File: src/rtl/trivium_pkg.sv
// -----------------------------------------------------------------------------
// trivium_pkg
// Shared constants and types for the Trivium keystream generator.
//   KEY_W, IV_W      : key and IV widths (80 bits each)
//   STATE_W          : width of the internal state s1..s288
//   WARMUP_BITS_DEF  : default number of initialisation steps (4 x 288)
//   T*_ taps         : 1-based state indices (eSTREAM numbering)
//   state_t          : FSM encoding for trivium_stream
//   load_state()     : builds the initial state from key and IV
// State vectors are stored with s_i at bit position i-1.
// -----------------------------------------------------------------------------
package trivium_pkg;

   localparam int KEY_W           = 80;
   localparam int IV_W            = 80;
   localparam int STATE_W         = 288;
   localparam int WARMUP_BITS_DEF = 1152;

   // 0-based position of s94, where the IV starts
   localparam int IV_BASE = 93;

   // Output taps
   localparam int T1_A = 66;
   localparam int T1_B = 93;
   localparam int T2_A = 162;
   localparam int T2_B = 177;
   localparam int T3_A = 243;
   localparam int T3_B = 288;

   // Feedback taps: AND pair plus cross-register XOR
   localparam int T1_AND_A = 91;
   localparam int T1_AND_B = 92;
   localparam int T1_X     = 171;
   localparam int T2_AND_A = 175;
   localparam int T2_AND_B = 176;
   localparam int T2_X     = 264;
   localparam int T3_AND_A = 286;
   localparam int T3_AND_B = 287;
   localparam int T3_X     = 69;

   typedef enum logic [1:0] {
      IDLE   = 2'd0,
      WARMUP = 2'd1,
      RUN    = 2'd2
   } state_t;

   // key[79] lands in s1 and iv[79] in s94, so both words are bit-reversed
   // into the state; s286..s288 are set to one.
   function automatic logic [STATE_W-1:0] load_state(
      input logic [KEY_W-1:0] k,
      input logic [IV_W-1:0]  v
   );
      logic [STATE_W-1:0] s;
      s = '0;
      for (int j = 0; j < KEY_W; j++) s[j] = k[KEY_W-1-j];
      for (int j = 0; j < IV_W; j++)  s[IV_BASE+j] = v[IV_W-1-j];
      s[STATE_W-1 -: 3] = 3'b111;
      return s;
   endfunction

endpackage

File: src/rtl/trivium_round.sv
// -----------------------------------------------------------------------------
// trivium_round
// One serial Trivium step, purely combinational.
//   s_in  [287:0] : current state (s_i at bit i-1)
//   s_out [287:0] : state after one step
//   z             : keystream bit produced by this step
// -----------------------------------------------------------------------------
module trivium_round
   import trivium_pkg::*;
(
   input  logic [STATE_W-1:0] s_in,
   output logic [STATE_W-1:0] s_out,
   output logic               z
);

   logic o1, o2, o3;
   logic t1, t2, t3;

   assign o1 = s_in[T1_A-1] ^ s_in[T1_B-1];
   assign o2 = s_in[T2_A-1] ^ s_in[T2_B-1];
   assign o3 = s_in[T3_A-1] ^ s_in[T3_B-1];
   assign z  = o1 ^ o2 ^ o3;

   assign t1 = o1 ^ (s_in[T1_AND_A-1] & s_in[T1_AND_B-1]) ^ s_in[T1_X-1];
   assign t2 = o2 ^ (s_in[T2_AND_A-1] & s_in[T2_AND_B-1]) ^ s_in[T2_X-1];
   assign t3 = o3 ^ (s_in[T3_AND_A-1] & s_in[T3_AND_B-1]) ^ s_in[T3_X-1];

   // Three shift registers: s1..s93, s94..s177, s178..s288. Each takes its
   // new head bit from the feedback of the previous register in the ring.
   assign s_out[0]       = t3;
   assign s_out[92:1]    = s_in[91:0];
   assign s_out[93]      = t1;
   assign s_out[176:94]  = s_in[175:93];
   assign s_out[177]     = t2;
   assign s_out[287:178] = s_in[286:177];

endmodule

File: src/rtl/trivium_stream.sv
// -----------------------------------------------------------------------------
// trivium_stream
// Trivium keystream generator producing W bits per accepted word with a
// valid/ready output handshake.
//   clk, rst        : clock, synchronous active-high reset
//   load            : one-cycle request to start a new key/IV (beats handshake)
//   key, iv [79:0]  : key (key[79] -> s1), IV (iv[79] -> s94)
//   busy            : load / warm-up in progress
//   ks_valid        : ks_data holds a valid word
//   ks_ready        : consumer accepts the word
//   ks_data [W-1:0] : keystream word, bit 0 earliest
// Optional build macro TRIVIUM_STREAM_XOR_EN adds input pt_data[W-1:0] and
// drives ks_data = pt_data ^ keystream (in-block encryption).
// -----------------------------------------------------------------------------
module trivium_stream
   import trivium_pkg::*;
#(
   parameter int W           = 1,
   parameter int WARMUP_BITS = WARMUP_BITS_DEF
) (
   input  logic             clk,
   input  logic             rst,
   input  logic             load,
   input  logic [KEY_W-1:0] key,
   input  logic [IV_W-1:0]  iv,
   output logic             busy,
   output logic             ks_valid,
   input  logic             ks_ready,
`ifdef TRIVIUM_STREAM_XOR_EN
   input  logic [W-1:0]     pt_data,
`endif
   output logic [W-1:0]     ks_data
);

   localparam int WARMUP_CLKS = WARMUP_BITS / W;
   localparam int CNT_W       = $clog2(WARMUP_CLKS) + 1;

   state_t             st;
   logic [STATE_W-1:0] s;
   logic [STATE_W-1:0] s_adv;
   logic [CNT_W-1:0]   cnt;
   logic [W-1:0]       z;

   // W rounds chained combinationally: s_adv is the state W steps ahead and
   // z[i] is the keystream bit of step i, which is also what RUN presents.
   for (genvar g = 0; g < W; g++) begin : g_step
      logic [STATE_W-1:0] s_in;
      logic [STATE_W-1:0] s_out;
      if (g == 0) begin : g_first
         assign s_in = s;
      end else begin : g_next
         assign s_in = g_step[g-1].s_out;
      end
      trivium_round u_round (
         .s_in  (s_in),
         .s_out (s_out),
         .z     (z[g])
      );
   end
   assign s_adv = g_step[W-1].s_out;

`ifdef TRIVIUM_STREAM_XOR_EN
   assign ks_data = pt_data ^ z;
`else
   assign ks_data = z;
`endif

   // NOTE: sequential state uses non-blocking assignments only, so every
   // register sees the pre-edge values of the others.
   always_ff @(posedge clk) begin
      if (rst) begin
         // NOTE: the 288-bit state is reset too; an all-zero state yields
         // z = 0, which keeps ks_data at 0 after reset.
         st       <= IDLE;
         s        <= '0;
         cnt      <= '0;
         busy     <= 1'b0;
         ks_valid <= 1'b0;
      end else if (load) begin
         // A word handshaken in this same cycle is simply dropped.
         st       <= WARMUP;
         s        <= load_state(key, iv);
         cnt      <= '0;
         busy     <= 1'b1;
         ks_valid <= 1'b0;
      end else begin
         case (st)
            WARMUP: begin
               s   <= s_adv;
               cnt <= cnt + 1'b1;
               if (cnt == CNT_W'(WARMUP_CLKS - 1)) begin
                  st       <= RUN;
                  busy     <= 1'b0;
                  ks_valid <= 1'b1;
               end
            end
            RUN: begin
               if (ks_valid && ks_ready) s <= s_adv;
            end
            default: begin
               st       <= IDLE;
               busy     <= 1'b0;
               ks_valid <= 1'b0;
            end
         endcase
      end
   end

endmodule

File: config.mk
export PLATFORM = sky130hd
export DESIGN_NAME = trivium_stream
export DESIGN_NICKNAME = d
export VERILOG_FILES = /design/src/rtl/trivium_pkg.sv /design/src/rtl/trivium_round.sv /design/src/rtl/trivium_stream.sv
export SDC_FILE = /design/constraint.sdc
export NUM_CORES = 1
export LEC_CHECK = 0
export CORE_MARGIN = 1
export CORE_UTILIZATION = 40
export DETAILED_ROUTE_END_ITERATION = 8
export MAX_ROUTING_LAYER = met4
export SLEW_MARGIN = 20
export SYNTH_ARGS = -nofsm -noshare
export SYNTH_HDL_FRONTEND = slang
export SYNTH_SLANG_ARGS = --single-unit
File: constraint.sdc
create_clock -name clk -period 1.4 [get_ports clk]
set_clock_uncertainty 0.1 [all_clocks]
set_input_delay 0.35 -clock clk [delete_from_list [all_inputs] [get_ports clk]]
set_output_delay 0.35 -clock clk [all_outputs]
set_load 0.01 [all_outputs]
After elaboration in Yosys (flattened, before gate mapping)
Index checks and enable logic that the tools add are counted.

Bits in registers: 304. Input bits: 164. Output and inout bits: 3. Logic and storage cells: 50.

$add $sub $neg: 1. Eq/ne operators: 8. Mux-type cells: 11. Reductions and logical operators: 8. Bitwise operators: 15.

Operators with widths (count): $mux W288 (2); $pmux W288 S2 (1); $add A12 B1 Y12 const B (1); $eq A12 B11 Y1 const B (1); $xor A1 B1 Y1 (11); $reduce_and A2 Y1 (4); $ne A2 B2 Y1 const B (3); $ne A3 B3 Y1 const B (2); $mux W1 (4); $pmux W1 S2 (2); $pmux W2 S2 (1); $and A1 B1 Y1 (3); $reduce_bool A3 Y1 (1); $eq A2 B1 Y1 const B (1); $eq A2 B2 Y1 const B (1); $mux W2 (1); $reduce_bool A2 Y1 (1); $reduce_or A2 Y1 (1); $logic_and A1 B1 Y1 (1); $not A1 Y1 (1).

Longest topological paths before layout
Gate-level depths: netlist of run 1.

Depth in word-level cells: 6. Mapped depth: 7.

By module
Synthesis of run 1 repeated with hierarchy kept, for this count alone.

Cell total of the unflattened synthesis: 1832. Area, all modules: 14757.9 um2.

By module, submodules not included: trivium_stream (sequential area each 6045.8 um2, cells an instance 1534, area an instance 12449.4 um2, instances 1); trivium_round (sequential area each 0.0 um2, cells an instance 298, area an instance 2308.5 um2, instances 1).

Worst setup path after synthesis of run 1
OpenSTA, ideal clock, no wires.

Path kind: register to register. From: reg ks_valid. To: reg s[172] (netlist: g_step[0].s_in[172]). Buffers on the path: 3. Library setup time: 0.091 ns. Period minus slack after synthesis: 1.600 ns. Cell stages (with the launch flop): 8. Arrival: 1.409 ns. Slack: -0.200 ns. Path through: dfxtp_1 > nand2b_2 > and2_1 > buf_6 > buf_4 > buf_4 > nand2_1 > a311oi_1.

Cells in the longest elaborated chain, start to end: 3.

RTL lines: start, declared (line trivium_stream.sv:27) `output logic ks_valid,`; start signal, assigned (line trivium_stream.sv:78) `ks_valid <= 1'b0;`; start signal, assigned (line trivium_stream.sv:85) `ks_valid <= 1'b0;`; start signal, assigned (line trivium_stream.sv:94) `ks_valid <= 1'b1;`; $logic_and A1 B1 Y1 (line trivium_stream.sv:98) `if (ks_valid && ks_ready) s <= s_adv;`; $ne A3 B3 Y1 (no line); $reduce_and A2 Y1 (no line); end signal, assigned (line trivium_stream.sv:82) `s <= load_state(key, iv);`; end signal, assigned (line trivium_stream.sv:89) `s <= s_adv;`; end signal, assigned (line trivium_stream.sv:98); end, declared (line trivium_stream.sv:39) `logic [STATE_W-1:0] s;`.

No other way between the ends. A chain may end at the register's enable or synchronous reset.

Worst setup path after layout of run 1
From: reg s[287] (netlist: g_step[0].s_in[287]). To: out ks_data.

Cells in the longest elaborated chain, start to end: 2.

RTL lines: $xor A1 B1 Y1 (line trivium_round.sv:21) `assign o3 = s_in[T3_A-1] ^ s_in[T3_B-1];`; $xor A1 B1 Y1 (line trivium_round.sv:22) `assign z = o1 ^ o2 ^ o3;`; end, declared (line trivium_stream.sv:32) `output logic [W-1:0] ks_data`.

No other way between the ends.

==> out/qor.yml, run 1 <==
syn_avg_cell_area_um2: 7.82
cts_root_buf: "clkbuf_16"
violations: "design-rule violations, negative setup slack"
drt_pre_antenna_iters: 7
wl_mm: 47.8
yosysWarnings: 0
rsz0062_at_grt: "yes"
worstHoldStart: "rst"
design_area_mm2: 0.0219
syn_inst: 1530
clk_pin_slew_ns: 0.06
pre_cts_slack_ns: -0.778
fp-row-count: 62
final_nets: 2005
syn_nets: 1695
core-area_mm2: 0.0291
die_x_um: 175
vias: 12800
maxCapViolCount: 0
hold_viol: 0
io_pins: 167
vias_per_cell: 5.70
min_path_type: "input port to register"
drtIter0Drc: 804
power.leakage_nw: 8.75
cts_buffers: 34
clockBufferDepth: 3
setup_viol: 299
start_util_pct: 41.1
fin_cells: 2244
clock-sinks: 302
track_usage_pct: 28.4
cts.htree.levels: 2
wl_per_cell_um: 21.3
fill_cells: 1722
worst-setup-path-type: "register to primary output"
grt_pass1_wl_mm: 67.1
hold_path_depth: 2
worstRegToRegCells: 9
place_inst: 2042
required_ns: 0.95
grt_pass1_vias: 12400
dp_hpwl_mm: 18.5
grt_remaining_overflow: 0
clkLatencyLatePin_ns: 0.52
synthesis.area_mm2: 0.0120
worstHoldEndpoint: "g_step[0].s_in[1]"
outcome: "finished, violations left"
powerDensity_mw_per_mm2: 1040
final.min_clock_period_ns: 2.03
cp_data_arrival_time_ns: 1.58
report.final.slew_viol_count: 0
end_kind: "primary output"
grt_max_degree: 67
tightest_slew_ns: 0.777
antenna_found_initial: 1
start_kind: "register"
power_mw: 22.8
drcViolationCount: 1
fin_ws_ns: -0.626
fmax_mhz: 494
placed_area_mm2: 0.0146
cts_tree: "done"
rr_endpoint: "g_step[0].s_in[79]"
cts_hold_buf: 0
worstPathMaxFanout: 2
layout-drive-gt1-share_pct: 50.6
r2r_setup_slack_ns: -0.46
die_area_mm2: 0.0306
slew_headroom_pct: 48.2
area_growth_pct: 83.5
synth_cell_types: 36
die_h_um: 175
fin_setup_tns_ns: -82.97
routabilityCongestion: 0.775
r2r_start: "busy"
io_buffers: 166
ir_drop_mv: 0.714
fin_crit_sh_pct: 145
drtAntennaViolNets: 0
seq_area_frac_synth_pct: 50.5
ys_ff_latch: 302
==> through the flow <==
stage | utilization, % | hold WS [ns]
after global placement | 50.2 | 0.337
after global routing | 75.4 | 0.0287
after detailed placement | 50.2 | 0.343
final | 75.4 | 0.0313
after floorplan | - | 0.332
after CTS | 70.1 | 0.00242
==> how the worst max path moves through the flow <==
stage                              from             endpoint  depth (start not counted)
floorplan                      ks_valid  g_step[0].s_in[170]                          7
global placement               ks_ready   g_step[0].s_in[22]                          6
detailed placement             ks_ready   g_step[0].s_in[54]                          6
CTS                 g_step[0].s_in[287]              ks_data                          4
global route         g_step[0].s_in[65]              ks_data                          4
finish              g_step[0].s_in[287]              ks_data                          4
==> timing repair <==
item	4_1_cts	5_1_grt
endpoints found under the setup margin	300	305
pin swaps	453	223
buffers inserted	76	51
resized for setup	611	504
gates cloned	68	6
==> synthesized netlist by cell type, drive strengths merged <==
library cell	instances	share of area, %
nor2	168	5.3
xor2	8	0.59
or2	1	0.052
or3	3	0.16
a21oi	130	5.4
nor3b	1	0.063
a31oi	3	0.16
xnor2	11	0.81
nand4	6	0.31
nand3	4	0.17
o21ai	3	0.13
nand2b	2	0.13
o221ai	2	0.15
o311ai	1	0.073
inv	3	0.094
nand2	584	18
nor2b	1	0.052
buf	57	3.0
nor3	2	0.084
nand3b	1	0.063
dfxtp	302	51
and4b	1	0.084
and2	1	0.052
clkbuf	73	2.3
nor4bb	1	0.084
o41ai	1	0.073
a311oi	158	12
ha	1	0.10
and4	1	0.073
==> layer usage <==
layer / share of wire (%) / GRT usage (%) / up-vias
met5: 0 / - / -
li1: - / - / 5845
met4: 3.7 / 9.96 / 0
met1: 41 / 35.7 / 6323
met2: 50 / 46.6 / 477
met3: 5.0 / 3.72 / 137
==> where the power goes <==
group / switching (mW) / internal, mW
logic: 2.13 / 2.43
registers: 0.393 / 8.95
clock network: 3.61 / 5.32
==> worst max-delay path, cell delays in order (launching register included) <==
cell and delay (ns):
dfxtp_2 0.35, xnor2_4 0.16, xnor2_2 0.23, xnor2_2 0.16
buf_2 0.16
==> area by class of cell <==
type | instances | area [um^2] | area share, %
clock inverters | 12 | 143 | 0.650
inverters | 3 | 18.8 | 0.0855
repair buffers | 402 | 5630 | 25.7
well taps | 384 | 480 | 2.19
clock buffers | 43 | 946 | 4.31
diodes | 1 | 2.50 | 0.0114
flip-flops and latches | 302 | 6060 | 27.6
multi-input cells | 1097 | 8660 | 39.5
==> placed cells by master, fill, tap and decap left out, types with 4 or more instances in the layout <==
master           instances
a21oi_1                 16
a21oi_2                113
a311oi_1                40
a311oi_2               118
buf_12                  82
buf_16                  36
buf_4                   48
buf_6                   39
buf_8                   28
clkbuf_1                 4
clkbuf_16               41
clkbuf_8                 4
clkdlybuf4s50_1        162
clkinv_2                 7
dfxtp_1                295
dfxtp_2                  4
nand2_1                191
nand2_2                178
nand2_4                212
nand4_1                  6
nor2_1                 168
xnor2_1                  7
xor2_1                   8
==> state kept, by name, indices dropped and copies added (netlist names) <==
| register | count |
|---|---|
| ks_valid | 1 |
| g_step.s_in | 288 |
| busy | 1 |
| cnt | 12 |
==> kinds of logic after synthesis <==
logic type,share of synthesized area (%)
flip-flops,50.5
AO/OA/AOI/OAI,17.6
AND/OR/NAND/NOR,25.0
adder cells (fa/ha/maj),0.105
buffers and inverters,5.40
XOR/XNOR,1.39
Power figures use the tool's default switching activity.
==> inputs of run 2 (changes only) <==
- clock period: 1.4 -> 2.4 ns (I/O delays scaled with it)
==> out/qor.yml, run 2 (synthesized netlist as in run 1, its figures left out) <==
ir_drop_mv: 0.393
power_mw: 11.9
final.min_clock_period_ns: 2.28
cp_data_arrival_time_ns: 1.58
final_cell_mix: "582 x nand2_1, 301 x dfxtp_1, 168 x nor2_1"
setup_viol: 0
report.final.slew_viol_count: 0
critPathBufInv: 1
fin_cells: 2069
worstPathMaxFanout: 3
die_x_um: 175
clockBufferDepth: 3
area_growth_pct: 29.3
largest_reg_flops: 288
fmax_mhz: 438
rsz0062_at_grt: "no"
dr_wl_met3_mm: 1.24
cts_tree: "done"
cts_root_buf: "clkbuf_16"
cts_buffers: 34
wl_met2_mm: 12.7
io_buffers: 166
hold_viol: 0
min_path_type: "register to register"
maxCapViolCount: 0
cpPeakStageDelay_ns: 0.35
layout-drive-gt1-share_pct: 7.66
cts_hold_buf: 0
clk_pin_slew_ns: 0.06
final_util_pct: 53.2
met1_length_mm: 14.2
die_h_um: 175
start_kind: "register"
final_nets: 1824
power.leakage_nw: 5.28
die_area_mm2: 0.0306
cpLargestDelayFamily: "XOR/XNOR gates"
crit_top_cell: "xnor2_2"
track_usage_pct: 19.0
grt_pass1_wl_mm: 47.5
drtAntennaViolNets: 0
layout_commonest_cell: "nand2_1"
required_ns: 1.70
drtIter0Drc: 608
placed_area_mm2: 0.0142
powerDensity_mw_per_mm2: 767
outcome: "complete, no violations"
drcViolationCount: 0
cp_slowest_cell: "dfxtp_1"
io_pins: 167
place_inst: 2005
clock-sinks: 302
vias_per_cell: 5.06
cts.htree.levels: 2
tightest_slew_ns: 0.485
clkLatencyLatePin_ns: 0.51
grt_pass1_vias: 9832
end_kind: "primary output"
dp_hpwl_mm: 18.1
design_area_mm2: 0.0155
drt_pre_antenna_iters: 5
fin_crit_sh_pct: 95.1
vias: 10500
slew_headroom_pct: 67.7
fp-row-count: 62
start_util_pct: 41.1
wl_mm: 28.6
top_layer_used: "met4"
antenna_found_initial: 0
grt_max_degree: 98
worst-setup-path-type: "register to primary output"
core-area_mm2: 0.0291
n_antenna_cell: 0
routabilityCongestion: 0.748
grt_remaining_overflow: 0
fin_setup_tns_ns: 0
worstPathCellList: "xnor2_2, xnor2_2, xnor2_1, buf_2"
wl_per_cell_um: 13.8
==> run 2: routing by layer <==
| layer | global-route usage, % | up-vias |
|---|---|---|
| li1 | - | 5420 |
| met2 | 28.8 | 221 |
| met4 | 5.62 | 0 |
| met5 | - | - |
| met1 | 26.2 | 4777 |
| met3 | 2.61 | 45 |
==> run 2: worst min-delay path: cells and delay by family, from the launching register on <==
family           cells  cell delay, ns
flip-flops           1            0.31
AO/OA/AOI/OAI        1            0.05
AND/OR/NAND/NOR      1            0.05
==> run 2: per-stage QoR <==
step / setup slack (ns) / hold slack, ns
2_1_floorplan: 0.713 / 0.332
3_3_place_gp: 0.0840 / 0.339
3_5_place_dp: 0.0680 / 0.344
4_1_cts: 0.0216 / 0.352
5_1_grt: 0.0327 / 0.363
6_report: 0.117 / 0.349
==> run 2: what timing repair did <==
item	in CTS	in global routing
pin swaps	1	1
endpoints found under the setup margin	1	1
buffers inserted	1	1
resized for setup	8	1
==> run 2: path summary, 6_finish.rpt <==
check / cells past startpoint / end / from / slack (ns)
worst min register to register: 2 / g_step[0].s_in[85] / g_step[0].s_in[85] / 0.35
worst max register to register: 5 / g_step[0].s_in[139] / ks_valid / 0.53
worst max-delay path: 4 / ks_data / g_step[0].s_in[242] / 0.12
worst min-delay path: 2 / g_step[0].s_in[85] / g_step[0].s_in[85] / 0.35
==> run 2: power by group <==
group	internal, mW	total [mW]	switching, mW
logic	0.581	1.20	0.617
registers	5.22	5.33	0.109
clock network	3.23	5.33	2.10
total	9.04	11.9	2.82
==> run 2: cell type report <==
class	count	area [um^2]
clock buffer	44	980
clock inverter	18	188
fill	2768	13600
inverter	3	18.8
multi-input combinational	1095	5330
sequential	302	6050
tap	384	480
timing repair buffer	223	2420
==> inputs of run 3 (changes only) <==
- CORE_UTILIZATION: 40 -> 55
- PLACE_DENSITY: unset -> 0.8
- SLEW_MARGIN: 20 -> 15
==> out/qor.yml, run 3 (synthesized netlist as in run 1, its figures left out) <==
outcome: "complete, no violations"
antenna_found_initial: 0
fill_cells: 1629
slew_headroom_pct: 67.5
p_int_mw: 8.55
cp_data_arrival_time_ns: 1.61
end_kind: "primary output"
clock-sinks: 302
cpLargestDelayFamily: "XOR/XNOR gates"
start_kind: "register"
start_util_pct: 56.6
core-area_mm2: 0.0212
pwr-share-clk_pct: 41.9
fmax_mhz: 432
cpPeakStageDelay_ns: 0.34
setup_viol: 0
dp_hpwl_mm: 17.1
required_ns: 1.70
layout-drive-gt1-share_pct: 6.32
sw_frac_of_total_pct: 23.4
fin_hold_ws_ns: 0.349
final.min_clock_period_ns: 2.31
pre_cts_slack_ns: -0.0173
layout_commonest_cell: "nand2_1"
p_sw_mw: 2.61
clk_pin_slew_ns: 0.06
wl_per_cell_um: 14.2
hold_viol: 0
die_x_um: 149
cts.htree.levels: 1
io_buffers: 166
cts_tree: "done"
power.leakage_nw: 5.08
powerDensity_mw_per_mm2: 746
seqPwrFrac_pct: 47.8
critPathLaunch: "g_step[0].s_in[65]"
final_nets: 1803
fin_ws_ns: 0.0869
track_usage_pct: 24.7
drtAntennaViolNets: 0
ir_drop_mv: 0.502
worstHoldStart: "g_step[0].s_in[248]"
die_h_um: 149
clkLatencyLatePin_ns: 0.54
cp_slowest_cell: "dfxtp_2"
n_antenna_cell: 0
final_cell_mix: "582 x nand2_1, 300 x dfxtp_1, 168 x nor2_1"
r2r_start: "ks_valid"
clockBufferDepth: 3
area_growth_pct: 25.0
fin_crit_sh_pct: 96.4
p_comb_share_pct: 10.3
report.final.slew_viol_count: 0
vias: 10600
wl_mm: 27.5
fp-row-count: 53
cts_hold_buf: 0
grt_max_degree: 99
vias_per_cell: 5.48
drcViolationCount: 0
worstPathCellList: "xnor2_2, xnor2_2, xnor2_2, buf_2"
die_area_mm2: 0.0223
worstPathMaxFanout: 3
grt_pass1_vias: 9565
grt_pass1_wl_mm: 45.2
largest_reg_flops: 288
routabilityCongestion: 0.811
crit_top_cell: "xnor2_2"
critPathBufInv: 1
grt_remaining_overflow: 0
worst-setup-path-type: "register to primary output"
cts_buffers: 30
cts_root_buf: "clkbuf_16"
maxCapViolCount: 0
tightest_slew_ns: 0.487
io_pins: 167
drtIter0Drc: 670
drt_pre_antenna_iters: 6
rsz0062_at_grt: "no"
min_path_type: "register to register"
## run 3: changes by cell type in the layout (fill, tap and decap cells not counted), sizes merged
cell	delta
buf	-17
bufinv	-1
clkinv	-5
clkinvlp	+2
inv	-2
## run 3: power groups by stage
| stage | Combinational [mW] | Sequential, mW | Clock, mW |
|---|---|---|---|
| 3_3_place_gp | 1.11 | 5.44 | 0 |
| 3_5_place_dp | 1.13 | 5.44 | 0 |
| 6_report | 1.15 | 5.34 | 4.68 |
| 4_1_cts | 1.14 | 5.33 | 4.78 |
| 2_1_floorplan | 0.656 | 5.41 | 0 |
| 5_1_grt | 1.26 | 5.36 | 5.01 |
## run 3: worst register-to-register path, stage by stage (launching register included)
cell	delay [ns]
dfxtp_1	0.42
nand2b_2	0.27
and2_4	0.31
buf_12	0.21
nand2_1	0.12
a311oi_1	0.40
## run 3: worst paths after layout
check                           slack [ns]                   to  cells after the start
worst max register to register        0.43   g_step[0].s_in[65]                      5
worst min-delay path                  0.35  g_step[0].s_in[248]                      2
worst min register to register        0.35  g_step[0].s_in[248]                      2
worst max-delay path                  0.09              ks_data                      4
## run 3: cell type report
| type | count | area, um^2 | area share [%] |
|---|---|---|---|
| clock inverter | 12 | 115 | 0.770 |
| inverter | 3 | 18.8 | 0.125 |
| clock buffer | 44 | 895 | 5.98 |
| timing repair buffer | 206 | 2200 | 14.7 |
| sequential | 302 | 6050 | 40.4 |
| multi-input combinational | 1095 | 5330 | 35.7 |
| tap | 275 | 344 | 2.30 |
## run 3: through the flow
| step | TNS [ns] | std cells | utilization, % | instance area, um^2 | total power [mW] |
|---|---|---|---|---|---|
| final | 0 | 1937 | 70.7 | 15000 | 11.2 |
| after global routing | 0 | 1937 | 70.7 | 15000 | 11.6 |
| after CTS | 0 | 1935 | 70.5 | 14900 | 11.2 |
| after detailed placement | -0.0173 | 1878 | 65.7 | 13900 | 6.57 |
| after global placement | -0.0331 | 1878 | 65.7 | 13900 | 6.55 |
| after floorplan | 0 | 1530 | - | 12000 | 6.07 |
## run 3: routing by layer
metal	vias to the layer above	GRT usage, %	share of wire, %
met5	-	-	0
met2	250	38.6	46
met1	4944	33.7	46
li1	5382	-	-
met3	44	3.20	5.4
met4	0	6.89	2.1
## run 3: repair_timing
item | in CTS | in global routing
cloned | 0 | 0
pin swaps | 2 | 3
buffers inserted | 1 | 2
gates resized for setup | 7 | 4
setup endpoints to repair | 1 | 1
